## config.mk

```make
export PLATFORM = sky130hd
export DESIGN_NAME = unlock_sequencer
export DESIGN_NICKNAME = d
export VERILOG_FILES = /design/src/rtl/unlock_sequencer.sv
export SDC_FILE = /design/constraint.sdc
export NUM_CORES = 1
export LEC_CHECK = 0
export CAP_MARGIN = 20
export CELL_PAD_IN_SITES_DETAIL_PLACEMENT = 1
export CELL_PAD_IN_SITES_GLOBAL_PLACEMENT = 1
export CORE_UTILIZATION = 38
export DETAILED_ROUTE_END_ITERATION = 8
export PLACE_DENSITY_LB_ADDON = 0.25
export SETUP_SLACK_MARGIN = 0.1
export SLEW_MARGIN = 15
export SYNTH_ARGS = -nofsm -noshare
export SYNTH_HDL_FRONTEND = slang
export SYNTH_SLANG_ARGS = --single-unit
```

## constraint.sdc

```tcl
create_clock -name clk -period 1.92 [get_ports clk]
set_clock_uncertainty 0.15 [all_clocks]
set_input_delay 0.384 -clock clk [delete_from_list [all_inputs] [get_ports clk]]
set_output_delay 0.384 -clock clk [all_outputs]
set_load 0.03 [all_outputs]
```

## src/rtl/unlock_sequencer.sv

```systemverilog
// Accepts a code from the host, streams it MSB-first into an external unlock FSM and applies its verdict.
// Define UNLOCK_SEQ_STATS_EN to add saturating ok_total/fail_total attempt counters.
module unlock_sequencer #(
    parameter int CODE_W         = 4,
    parameter int MAX_FAILS      = 3,
    parameter int LOCKOUT_CYCLES = 100,
    parameter int OPEN_CYCLES    = 50
) (
    input  logic                             clk,
    input  logic                             reset,
    input  logic                             code_valid,
    input  logic [CODE_W-1:0]                code_data,
    output logic                             code_ready,
    output logic                             fsm_clear,
    output logic                             serial_ready,
    output logic                             serial_valid,
    output logic                             serial_data,
    input  logic                             unlock,
    input  logic                             pwd_incorrect,
    output logic                             door_open,
    output logic                             locked_out,
    output logic [$clog2(MAX_FAILS+1)-1:0]   fail_cnt,
    output logic                             result_valid,
`ifdef UNLOCK_SEQ_STATS_EN
    output logic [7:0]                       ok_total,
    output logic [7:0]                       fail_total,
`endif
    output logic                             result_ok
);

    localparam int FAIL_W  = $clog2(MAX_FAILS + 1);
    localparam int TMAX    = (OPEN_CYCLES > LOCKOUT_CYCLES) ? OPEN_CYCLES : LOCKOUT_CYCLES;
    localparam int TIMER_W = $clog2(TMAX + 1);
    localparam int IDX_W   = (CODE_W > 1) ? $clog2(CODE_W) : 1;

    localparam logic [IDX_W-1:0]   LAST_IDX  = IDX_W'(CODE_W - 1);
    localparam logic [FAIL_W-1:0]  FAIL_MAX  = FAIL_W'(MAX_FAILS);
    localparam logic [TIMER_W-1:0] OPEN_LOAD = TIMER_W'(OPEN_CYCLES - 1);
    localparam logic [TIMER_W-1:0] LOCK_LOAD = TIMER_W'(LOCKOUT_CYCLES - 1);

    typedef enum logic [2:0] {IDLE, CLEAR, SHIFT, OPEN, LOCKOUT} state_t;

    state_t              r_state;
    logic [CODE_W-1:0]   r_shift;
    logic [IDX_W-1:0]    r_bit_idx;
    logic [TIMER_W-1:0]  r_timer;
    logic [FAIL_W-1:0]   r_fail_cnt;
    logic                r_code_ready;
    logic                r_fsm_clear;
    logic                r_serial_valid;
    logic                r_serial_data;
    logic                r_door_open;
    logic                r_locked_out;
    logic                r_result_valid;
    logic                r_result_ok;

    logic                w_last_bit;
    logic                w_fail;
    logic                w_success;
    logic [FAIL_W-1:0]   w_fail_inc;
    logic                w_lock_trip;

    // An early unlock is ignored; pwd_incorrect wins over unlock on any bit.
    assign w_last_bit  = (r_bit_idx == LAST_IDX);
    assign w_fail      = (r_state == SHIFT) && (pwd_incorrect || (w_last_bit && !unlock));
    assign w_success   = (r_state == SHIFT) && w_last_bit && unlock && !pwd_incorrect;
    assign w_fail_inc  = r_fail_cnt + FAIL_W'(1);
    assign w_lock_trip = (w_fail_inc == FAIL_MAX);

    // NOTE: state and registered outputs use non-blocking assignments so every
    // register samples pre-edge values, independent of statement order.
    always_ff @(posedge clk or posedge reset) begin
        if (reset) begin
            r_state        <= IDLE;
            r_shift        <= '0;
            r_bit_idx      <= '0;
            r_timer        <= '0;
            r_fail_cnt     <= '0;
            r_code_ready   <= 1'b1;
            r_fsm_clear    <= 1'b0;
            r_serial_valid <= 1'b0;
            r_serial_data  <= 1'b0;
            r_door_open    <= 1'b0;
            r_locked_out   <= 1'b0;
            r_result_valid <= 1'b0;
            r_result_ok    <= 1'b0;
        end else begin
            r_fsm_clear    <= 1'b0;
            r_result_valid <= 1'b0;
            r_result_ok    <= 1'b0;
            case (r_state)
                IDLE: begin
                    if (code_valid) begin
                        r_shift      <= code_data;
                        r_code_ready <= 1'b0;
                        r_fsm_clear  <= 1'b1;
                        r_state      <= CLEAR;
                    end
                end
                CLEAR: begin
                    r_bit_idx      <= '0;
                    r_serial_valid <= 1'b1;
                    r_serial_data  <= r_shift[CODE_W-1];
                    r_shift        <= r_shift << 1;
                    r_state        <= SHIFT;
                end
                SHIFT: begin
                    if (w_success) begin
                        r_serial_valid <= 1'b0;
                        r_serial_data  <= 1'b0;
                        r_fail_cnt     <= '0;
                        r_result_valid <= 1'b1;
                        r_result_ok    <= 1'b1;
                        r_door_open    <= 1'b1;
                        r_timer        <= OPEN_LOAD;
                        r_state        <= OPEN;
                    end else if (w_fail) begin
                        r_serial_valid <= 1'b0;
                        r_serial_data  <= 1'b0;
                        r_result_valid <= 1'b1;
                        r_fail_cnt     <= w_fail_inc;
                        if (w_lock_trip) begin
                            r_locked_out <= 1'b1;
                            r_timer      <= LOCK_LOAD;
                            r_state      <= LOCKOUT;
                        end else begin
                            r_code_ready <= 1'b1;
                            r_state      <= IDLE;
                        end
                    end else begin
                        r_bit_idx     <= r_bit_idx + IDX_W'(1);
                        r_serial_data <= r_shift[CODE_W-1];
                        r_shift       <= r_shift << 1;
                    end
                end
                OPEN: begin
                    if (r_timer == '0) begin
                        r_door_open  <= 1'b0;
                        r_code_ready <= 1'b1;
                        r_state      <= IDLE;
                    end else begin
                        r_timer <= r_timer - TIMER_W'(1);
                    end
                end
                LOCKOUT: begin
                    if (r_timer == '0) begin
                        r_locked_out <= 1'b0;
                        r_fail_cnt   <= '0;
                        r_code_ready <= 1'b1;
                        r_state      <= IDLE;
                    end else begin
                        r_timer <= r_timer - TIMER_W'(1);
                    end
                end
                default: begin
                    r_code_ready <= 1'b1;
                    r_state      <= IDLE;
                end
            endcase
        end
    end

`ifdef UNLOCK_SEQ_STATS_EN
    logic [7:0] r_ok_total;
    logic [7:0] r_fail_total;

    always_ff @(posedge clk or posedge reset) begin
        if (reset) begin
            r_ok_total   <= '0;
            r_fail_total <= '0;
        end else begin
            if (w_success && (r_ok_total != 8'hFF)) r_ok_total <= r_ok_total + 8'd1;
            if (w_fail && (r_fail_total != 8'hFF)) r_fail_total <= r_fail_total + 8'd1;
        end
    end

    assign ok_total   = r_ok_total;
    assign fail_total = r_fail_total;
`endif

    // The FSM consumes a bit every cycle the sequencer presents one.
    assign serial_ready = r_serial_valid;
    assign code_ready   = r_code_ready;
    assign fsm_clear    = r_fsm_clear;
    assign serial_valid = r_serial_valid;
    assign serial_data  = r_serial_data;
    assign door_open    = r_door_open;
    assign locked_out   = r_locked_out;
    assign fail_cnt     = r_fail_cnt;
    assign result_valid = r_result_valid;
    assign result_ok    = r_result_ok;

endmodule

```

== After elaboration in Yosys (flattened, before gate mapping) ==
Cells that the tools add are included.
Word-level totals
  memories: 0
  bits in writable memories: 0
  input bits: 9
  output and inout port bits: 11
  logic and storage cells: 109
  register bits after elaboration: 26
  ROM bits: 0
  bits in latches: 0
Cells by class
  muxes and demuxes: 48
  multipliers: 0
  equal/unequal tests: 19
  $add $sub $neg: 3
  bitwise logic cells: 1
  shift-type cells: 0
  $lt $le $gt $ge: 0
  reductions and logical operators: 25
  div/mod/pow operators: 0
Operators with widths (number)
  7-bit two-way mux: 4
  1-bit two-way mux: 21
  2-bit != test, second input constant: 10
  3-bit two-way mux: 5
  7-bit case mux with 2 select lines: 1
  4-bit two-way mux: 3
  3-bit case mux with 4 select lines: 1
  4-bit case mux with 3 select lines: 1
  3-bit AND reduction: 4
  2-bit two-way mux: 5
  1-bit case mux with 2 select lines: 4
  2-bit case mux with 2 select lines: 2
  4-bit AND reduction: 2
  2-bit nonzero test: 4
  7-bit logical NOT: 1
  7-bit by 1-bit subtractor with 7-bit output, second input constant: 1
  3-bit by 2-bit equality test with 1-bit output, second input constant: 2
  3-bit != test, second input constant: 2
  6-bit AND reduction: 1
  1-bit logical AND: 5
  5-bit AND reduction: 1
  2-bit by 1-bit adder with 2-bit output, second input constant: 2
  2-bit equality test, second input constant: 2
  1-bit case mux with 4 select lines: 1
  10 further kinds: 11

== Depth between registers and ports, before layout ==
Gate-level depths: netlist of run 1.
  depth after elaboration: 7
  gate-level depth with buffers: 6
  depth with buffers taken out: 6

== Worst setup path before layout of run 1 ==
OpenSTA, ideal clock, no wires.
  path type: register to register
  from: register r_bit_idx[0]
  to: register r_shift[0]
  required time: 1.693 ns
  data arrival time: 1.582 ns
  library setup time: 0.077 ns
  stages on the path, launching flop included: 6
  path slack: 0.111 ns
  path buffers: 0
  clock period less this slack: 1.809 ns
  cells stage by stage: dfrtp_1 > ha_1 > or3_1 > a211oi_4 > nand3b_1 > o21ai_1
Between the ends
  word-level cells in the longest chain between the ends: 6
  elaborated cells on any way between the ends: 10
  classes of those cells: eq/ne: 3; reduce/logical: 7
RTL lines
  start: declaration: RTL line 45  | logic [IDX_W-1:0] r_bit_idx;
  start signal: assignment: RTL line 131  | r_bit_idx <= r_bit_idx + IDX_W'(1);
  2-bit equality test *: RTL line 64  | assign w_last_bit = (r_bit_idx == LAST_IDX);
  1-bit logical AND (on tied branches): RTL line 66, 65
  1-bit logical AND or 1-bit logical OR (tied branches): RTL line 66, 65
  1-bit logical AND (on tied branches): RTL line 66, 65
  2-bit != test (no source line)
  4-bit AND reduction (no source line) *
  end signal: assignment: RTL line 94  | r_shift <= code_data;
  end signal: assignment: RTL line 104  | r_shift <= r_shift << 1;
  end signal: assignment: RTL line 133  | r_shift <= r_shift << 1;
  end: declaration: RTL line 44  | logic [CODE_W-1:0] r_shift;
Mark *: on every way between the ends. The rest lies on a longest branch, timed or not.
A chain may end at the register's enable or synchronous reset.

== Final worst setup path of run 1 ==
  from: input unlock
  to: register r_timer[3]
Between the ends
  word-level cells in the longest chain between the ends: 6
  elaborated cells on any way between the ends: 11
  classes of those cells: eq/ne: 2; mux: 2; reduce/logical: 7
RTL lines
  start: declaration: RTL line 18  | input logic unlock,
  1-bit logical NOT: RTL line 65  | assign w_fail = (r_state == SHIFT) && (pwd_incorrect || (w_last_bit && !unlock));
  1-bit logical AND: RTL line 65
  1-bit logical OR: RTL line 65
  1-bit logical AND: RTL line 65
  3-bit != test (no source line)
  4-bit AND reduction (no source line)
  end signal: assignment: RTL line 142  | r_timer <= r_timer - TIMER_W'(1);
  end signal: assignment: RTL line 152  | r_timer <= r_timer - TIMER_W'(1);
  end: declaration: RTL line 46  | logic [TIMER_W-1:0] r_timer;
Several ways; a longest one is shown, not always the timed one.

==> metrics.cfg, run 1 <==
[floorplan]
initial_core_util=0.403
dieWidth_microns=64.8
die_area_sq_mm=0.00420
io_pins=20
core_area_sq_mm=0.00372
die_h_microns=64.8
num_rows=22

[critical_path]
start_kind=input pin
reg2reg_depth=7
critPathRequiredTime_ps=1940
timing.rr.end=r_timer[2]
cp-end-kind=register
crit_fanout=4
arrival_ps=1870
startpoint=unlock
r2r_slack_ps=80
critPathCapture=r_timer[3]
critical_path_class=input pin to register
r2r-start=r_timer[0]

[detailed_routing]
vias=1335
ant_nets=0
drt_iter0_markers=49
drt-pass1-iter-count=4
drc=0
via_per_inst=5.54
totalWireLength_microns=3910
wire_per_inst_microns=16.2

[yosys]
ys_seq_elements=26
synth_fp_nets=168
netlist_instances=155
yosysWarnings=0
synth-main-ff-cell=dfrtp_1
yosysSeqAreaShare=0.435
synth_area_sq_mm=0.00150
synth_cell_types=47
syn_area_per_cell_sq_um=9.67
synthArstFlopShare=1.00
synth-edff-count=0

[clocking]
cts_buffers=3
clockBufferDepth=2
cts_tree=yes
cts.sinks=26
htreeDepth=1
ctsHoldBuffers=0
clock-root-buffer=clkbuf_8
clock_latency_ps=280
clkTransAtPathRegs_ps=90

[outcome]
outcome=complete, no violations

[sta]
setup_viol_count_final=0
fmax_mhz=541
slew_viol_final=0
period_needed_ps=1850
tightest_slew_ps=483
timing.final.hold_violations=0
finalWorstSetupSlack_ps=71.1
rsz0062_at_grt=yes
fin_crit_sh=0.963
slew_headroom=0.677

[layout]
syn_to_final_growth_pct=34.0
final_common_cell=dfrtp_1
fill_cells=441
multi_input_area_sq_um=816
final_cell_mix=dfrtp_1, buf_4, inv_1
finalNetCount=207
ff_latch_area_sq_um=653
final_util=0.540
diodes=0
drive_above_1_share=0.249

[power_and_ir_drop]
ir_worst_vdd_v=0.000843
leakage_nw=0.915
power_density_mw_per_mm2=1550

[placed_design]
port_buffers=19
hpwl_microns=2650
preCtsSetupSlack_ps=-318
place.gp.congestion=0.789

[global_route]
grt_util_met2=0.368
grtUsageTotal=0.205
grt_pass1_wl_microns=6470
grt_overflow_total=0
grt_max_degree=27
grt_util_met3=0.0229
gr-usage-met1=0.236
grt_pass1_vias=1391
antenna_found_initial=0
top_usage_layer=met2

[run]
cap_viol_max_count=0

[worst_hold_path]
hold_path.class=input pin to async pin

==> area by class of cell <==
cell class                      instances  share of cell area
Sequential cell                        26               0.325
Clock inverter                          1              0.0150
Tap cell                               48              0.0299
Timing Repair Buffer                   40               0.173
Multi-Input combinational cell        107               0.406
Clock buffer                            3              0.0206
Inverter                               16              0.0299
==> synth_stat cells, types with 3 or more instances <==
cell type	n	area [sq um]
or3_1	3	18.8
nand2_1	8	30.0
ha_1	4	50.1
o21ai_1	6	30.0
a21oi_1	12	60.1
nor2_1	14	52.6
dfrtp_1	25	626
inv_1	14	52.6
o21ai_0	4	20.0
mux2i_1	5	50.1
nor3_1	5	25.0
o22ai_1	6	37.5
==> worst min path at each step <==
stage / slack, ps / startpoint / cells past startpoint / to
after floorplan: 270 / reset / 1 / door_open
after global placement: 340 / fail_cnt[0] / 1 / fail_cnt[0]
after detailed placement: 360 / fail_cnt[0] / 1 / fail_cnt[0]
after CTS: 330 / reset / 3 / fail_cnt[0]
after global routing: 350 / reset / 3 / fail_cnt[0]
final: 320 / reset / 3 / fail_cnt[0]
==> layer usage <==
metal / vias up / wire [microns]
li1: 632 / -
met1: 665 / 1700
met2: 30 / 2010
met3: 8 / 101
met4: 0 / 95
met5: - / 0
==> what timing repair did <==
| action | CTS | global route |
|---|---|---|
| setup buffers | 9 | 2 |
| setup endpoints to repair | 25 | 19 |
| gates resized for setup | 15 | 17 |
| pin swaps | 4 | 4 |
==> per-stage QoR <==
| step | hold slack (ps) | area (sq um) | cells | setup TNS [ps] | power (mW) |
|---|---|---|---|---|---|
| floorplan | 273 | 1500 | 155 | 0 | 2.03 |
| global placement | 343 | 1790 | 226 | -2770 | 2.41 |
| detailed placement | 359 | 1790 | 226 | -4070 | 2.48 |
| CTS | 328 | 1930 | 239 | 0 | 2.99 |
| global route | 346 | 2010 | 241 | -15.1 | 3.33 |
| finish | 319 | 2010 | 241 | 0 | 3.11 |
==> registers in the layout, summed over array words and instances (netlist names), 2 cells and up <==
register	flops
fail_cnt	2
r_shift	4
r_timer	7
r_bit_idx	2
r_state	3
==> power by group <==
part | leakage [nW] | internal [mW] | total, mW | switching (mW)
sequential | 0.307 | 0.758 | 0.960 | 0.202
clock | 0.0357 | 0.279 | 0.463 | 0.184
combinational | 0.573 | 0.735 | 1.69 | 0.953
==> critical path, cell delays in order <==
cell and delay, ps:
clkdlybuf4s50_1 500, nand3b_1 210, a211oi_4 350, buf_6 160
nor2_4 40, a22o_1 210
==> kinds of logic after synthesis <==
group	after synthesis	synth area share
xor+xnor	2	0.0117
mux	5	0.0334
simple gates	50	0.194
compound gates	46	0.227
fa+ha+maj	4	0.0334
buf+inv	22	0.0659
flops	26	0.435
Power figures use the tool's default switching activity.
==> run 2, diff against run 1 <==
- CORE_UTILIZATION: 38 -> 43
- CTS_CLUSTER_SIZE: unset -> 14
- DONT_BUFFER_PORTS: unset -> 1
==> run 2 against run 1 <==
Net effect: non-clock buffer count is 13 lower; via count decreased by 7.0%; clock power fell by 38%; routed wire length is 4.4% lower; fmax is 2.1% higher; sequential share of layout area increased by 3.1 points; worst setup slack gained 38 ps; register-to-register slack improved by 30 ps; count of clock-buffer cells in the layout up 1.
==> metrics.cfg, run 2 (synthesis gave the netlist of run 1 again) <==
[outcome]
outcome=complete, no violations

[run]
cap_viol_max_count=0  ; unchanged

[power_and_ir_drop]
intPower_mw=1.62  ; -8.7%
ir_worst_vdd_v=0.000758  ; -10%
p_sw_frac=0.451  ; +0.0212
power_density_mw_per_mm2=1610  ; +4.0%
p_clk_frac=0.097  ; -0.052
combinationalPowerShare=0.542  ; about the same
p_sw_mw=1.33  ; -0.48%
leakage_nw=0.830  ; -9.3%
sequentialPowerShare=0.360  ; +0.052

[sta]
slew_headroom=0.616  ; -0.0612
setup_tns_ps=0  ; unchanged
rsz0062_at_grt=yes
tightest_slew_ps=577  ; +93.5 ps
fin_crit_sh=0.943  ; -0.0198
setup_viol_count_final=0  ; unchanged
fmax_mhz=552  ; +2.1%
period_needed_ps=1810  ; -38.0 ps
whs_ps=42.1  ; -277 ps
timing.final.hold_violations=0  ; unchanged
slew_viol_final=0  ; unchanged

[critical_path]
crit_fanout=7  ; +3
cp-end-kind=register
critical_path_class=register to register
critPathRequiredTime_ps=2000  ; +60 ps
start_kind=register
crit_top_cell=buf_4
arrival_ps=1890  ; +20 ps
r2r_slack_ps=110  ; +30 ps
slowest_delay_ps=400  ; -100 ps
crit_chain=inv_2 > ha_1 > nor4b_4 > buf_4 > a2bb2oi_4 > buf_4 > and3_1 > a21oi_2
cp_slowest_cell=dfrtp_1

[placed_design]
port_buffers=0  ; -19
hpwl_microns=2600  ; -2.0%
place.gp.congestion=0.803  ; +1.9%

[clocking]
cts.sinks=26  ; unchanged
clock-root-buffer=clkbuf_4
cts_buffers=3  ; unchanged
clock_latency_ps=320  ; +40 ps
htreeDepth=1  ; unchanged
clockBufferDepth=2  ; unchanged
clkTransAtPathRegs_ps=150  ; +60 ps
cts_tree=yes

[global_route]
grt_pass1_wl_microns=6150  ; -4.9%
grt_pass1_vias=1311  ; -5.8%
grtUsageTotal=0.224  ; +0.0185
grt_overflow_total=0  ; unchanged
antenna_found_initial=0  ; unchanged
grt_max_degree=27  ; unchanged

[detailed_routing]
drc=0  ; unchanged
drt-pass1-iter-count=4  ; unchanged
vias=1241  ; -7.0%
wire_per_inst_microns=16.5  ; +2.0%
via_per_inst=5.49  ; -0.87%
drt_iter0_markers=28  ; -43%
ant_nets=0  ; unchanged
totalWireLength_microns=3740  ; -4.4%

[layout]
final_cell_mix=dfrtp_1, buf_4, nor2_1
finalNetCount=194  ; -6.3%
largest_reg_flops=7  ; unchanged
diodes=0  ; unchanged
syn_to_final_growth_pct=22.2
reg_top3=r_timer (7), r_shift (4), r_state (3)
drive_above_1_share=0.294  ; +0.0457
largest_register=r_timer

[floorplan]
core_area_sq_mm=0.00334  ; -10%
initial_core_util=0.449  ; +0.0458
dieWidth_microns=61.0  ; -5.8%
die_area_sq_mm=0.00373  ; -11%
io_pins=20  ; unchanged
num_rows=21  ; -4.5%
die_h_microns=61.0  ; -5.8%

[worst_hold_path]
hold_path.class=input pin to register

[run 2: changes by cell type in the layout (fill, tap and decap cells not counted), moves of 2 or more]
cell / delta
clkbuf_4: +3
buf_4: +7
dlygate4sd2_1: -11
clkdlybuf4s50_1: -7
clkbuf_8: -2
buf_6: -2
[run 2: routing by layer]
metal  share of wire  routed length [microns]  global-route usage  up-vias
li1                -                        -                   -      599
met1            0.45                     1670               0.290      621
met2            0.51                     1910               0.390       17
met3           0.031                      116              0.0336        4
met4           0.010                       38              0.0584        0
met5               0                        0                   0        -
[run 2: repair_timing]
| item | CTS | global route |
|---|---|---|
| hold buffers | 1 | 0 |
| setup buffers | 10 | 6 |
| pin swaps | 4 | 7 |
| hold endpoints to repair | 25 | 0 |
| resized for setup | 5 | 12 |
| setup endpoints to repair | 15 | 16 |
[run 2: worst max-delay path, delay by kind of cell, from the launching register on]
family / cells / cell delay [ps]
AO/OA/AOI/OAI: 2 / 310
adder cells (fa/ha/maj): 1 / 190
buffers and inverters: 3 / 390
flip-flops: 1 / 400
AND/OR/NAND/NOR: 2 / 280
[run 2: final timing paths]
kind | from | endpoint | cells after the start
max in group asynchronous | reset | code_ready | 3
min in group asynchronous | reset | locked_out | 3
min reg2reg | r_shift[0] | r_shift[0] | 2
min | code_data[0] | r_shift[0] | 2
max | r_timer[0] | r_timer[5] | 8
max reg2reg | r_timer[0] | r_timer[5] | 8
[run 2: area by class of cell]
class / count / area (sq um)
clock buffers: 4 / 36.3
multi-input cells: 107 / 817
inverters: 16 / 60.1
flip-flops and latches: 26 / 652
repair buffers: 27 / 209
well taps: 46 / 57.6
fillers: 394 / 1510
[run 2: stage by stage]
stage / cells / total power, mW / utilization / area, sq um / setup slack, ps
finish: 226 / 2.95 / 0.549 / 1830 / 109
global route: 226 / 3.17 / 0.549 / 1830 / 33.9
CTS: 221 / 2.81 / 0.524 / 1750 / 107
global placement: 206 / 2.28 / 0.480 / 1600 / 21.5
floorplan: 155 / 2.03 / - / 1500 / 111
detailed placement: 206 / 2.37 / 0.480 / 1600 / -67.2
[run 2: power groups by stage]
stage / combinational, mW / clock (mW) / sequential [mW]
2_1_floorplan: 0.989 / 0 / 1.04
3_3_place_gp: 1.24 / 0 / 1.05
5_1_grt: 1.77 / 0.313 / 1.09
4_1_cts: 1.46 / 0.294 / 1.05
6_report: 1.60 / 0.287 / 1.06
3_5_place_dp: 1.31 / 0 / 1.07
==> run 3, diff against run 2 <==
- GPL_ROUTABILITY_DRIVEN: unset -> 0
==> results of run 3 <==
Final layout, timing and power as in run 2 (identical DEF).
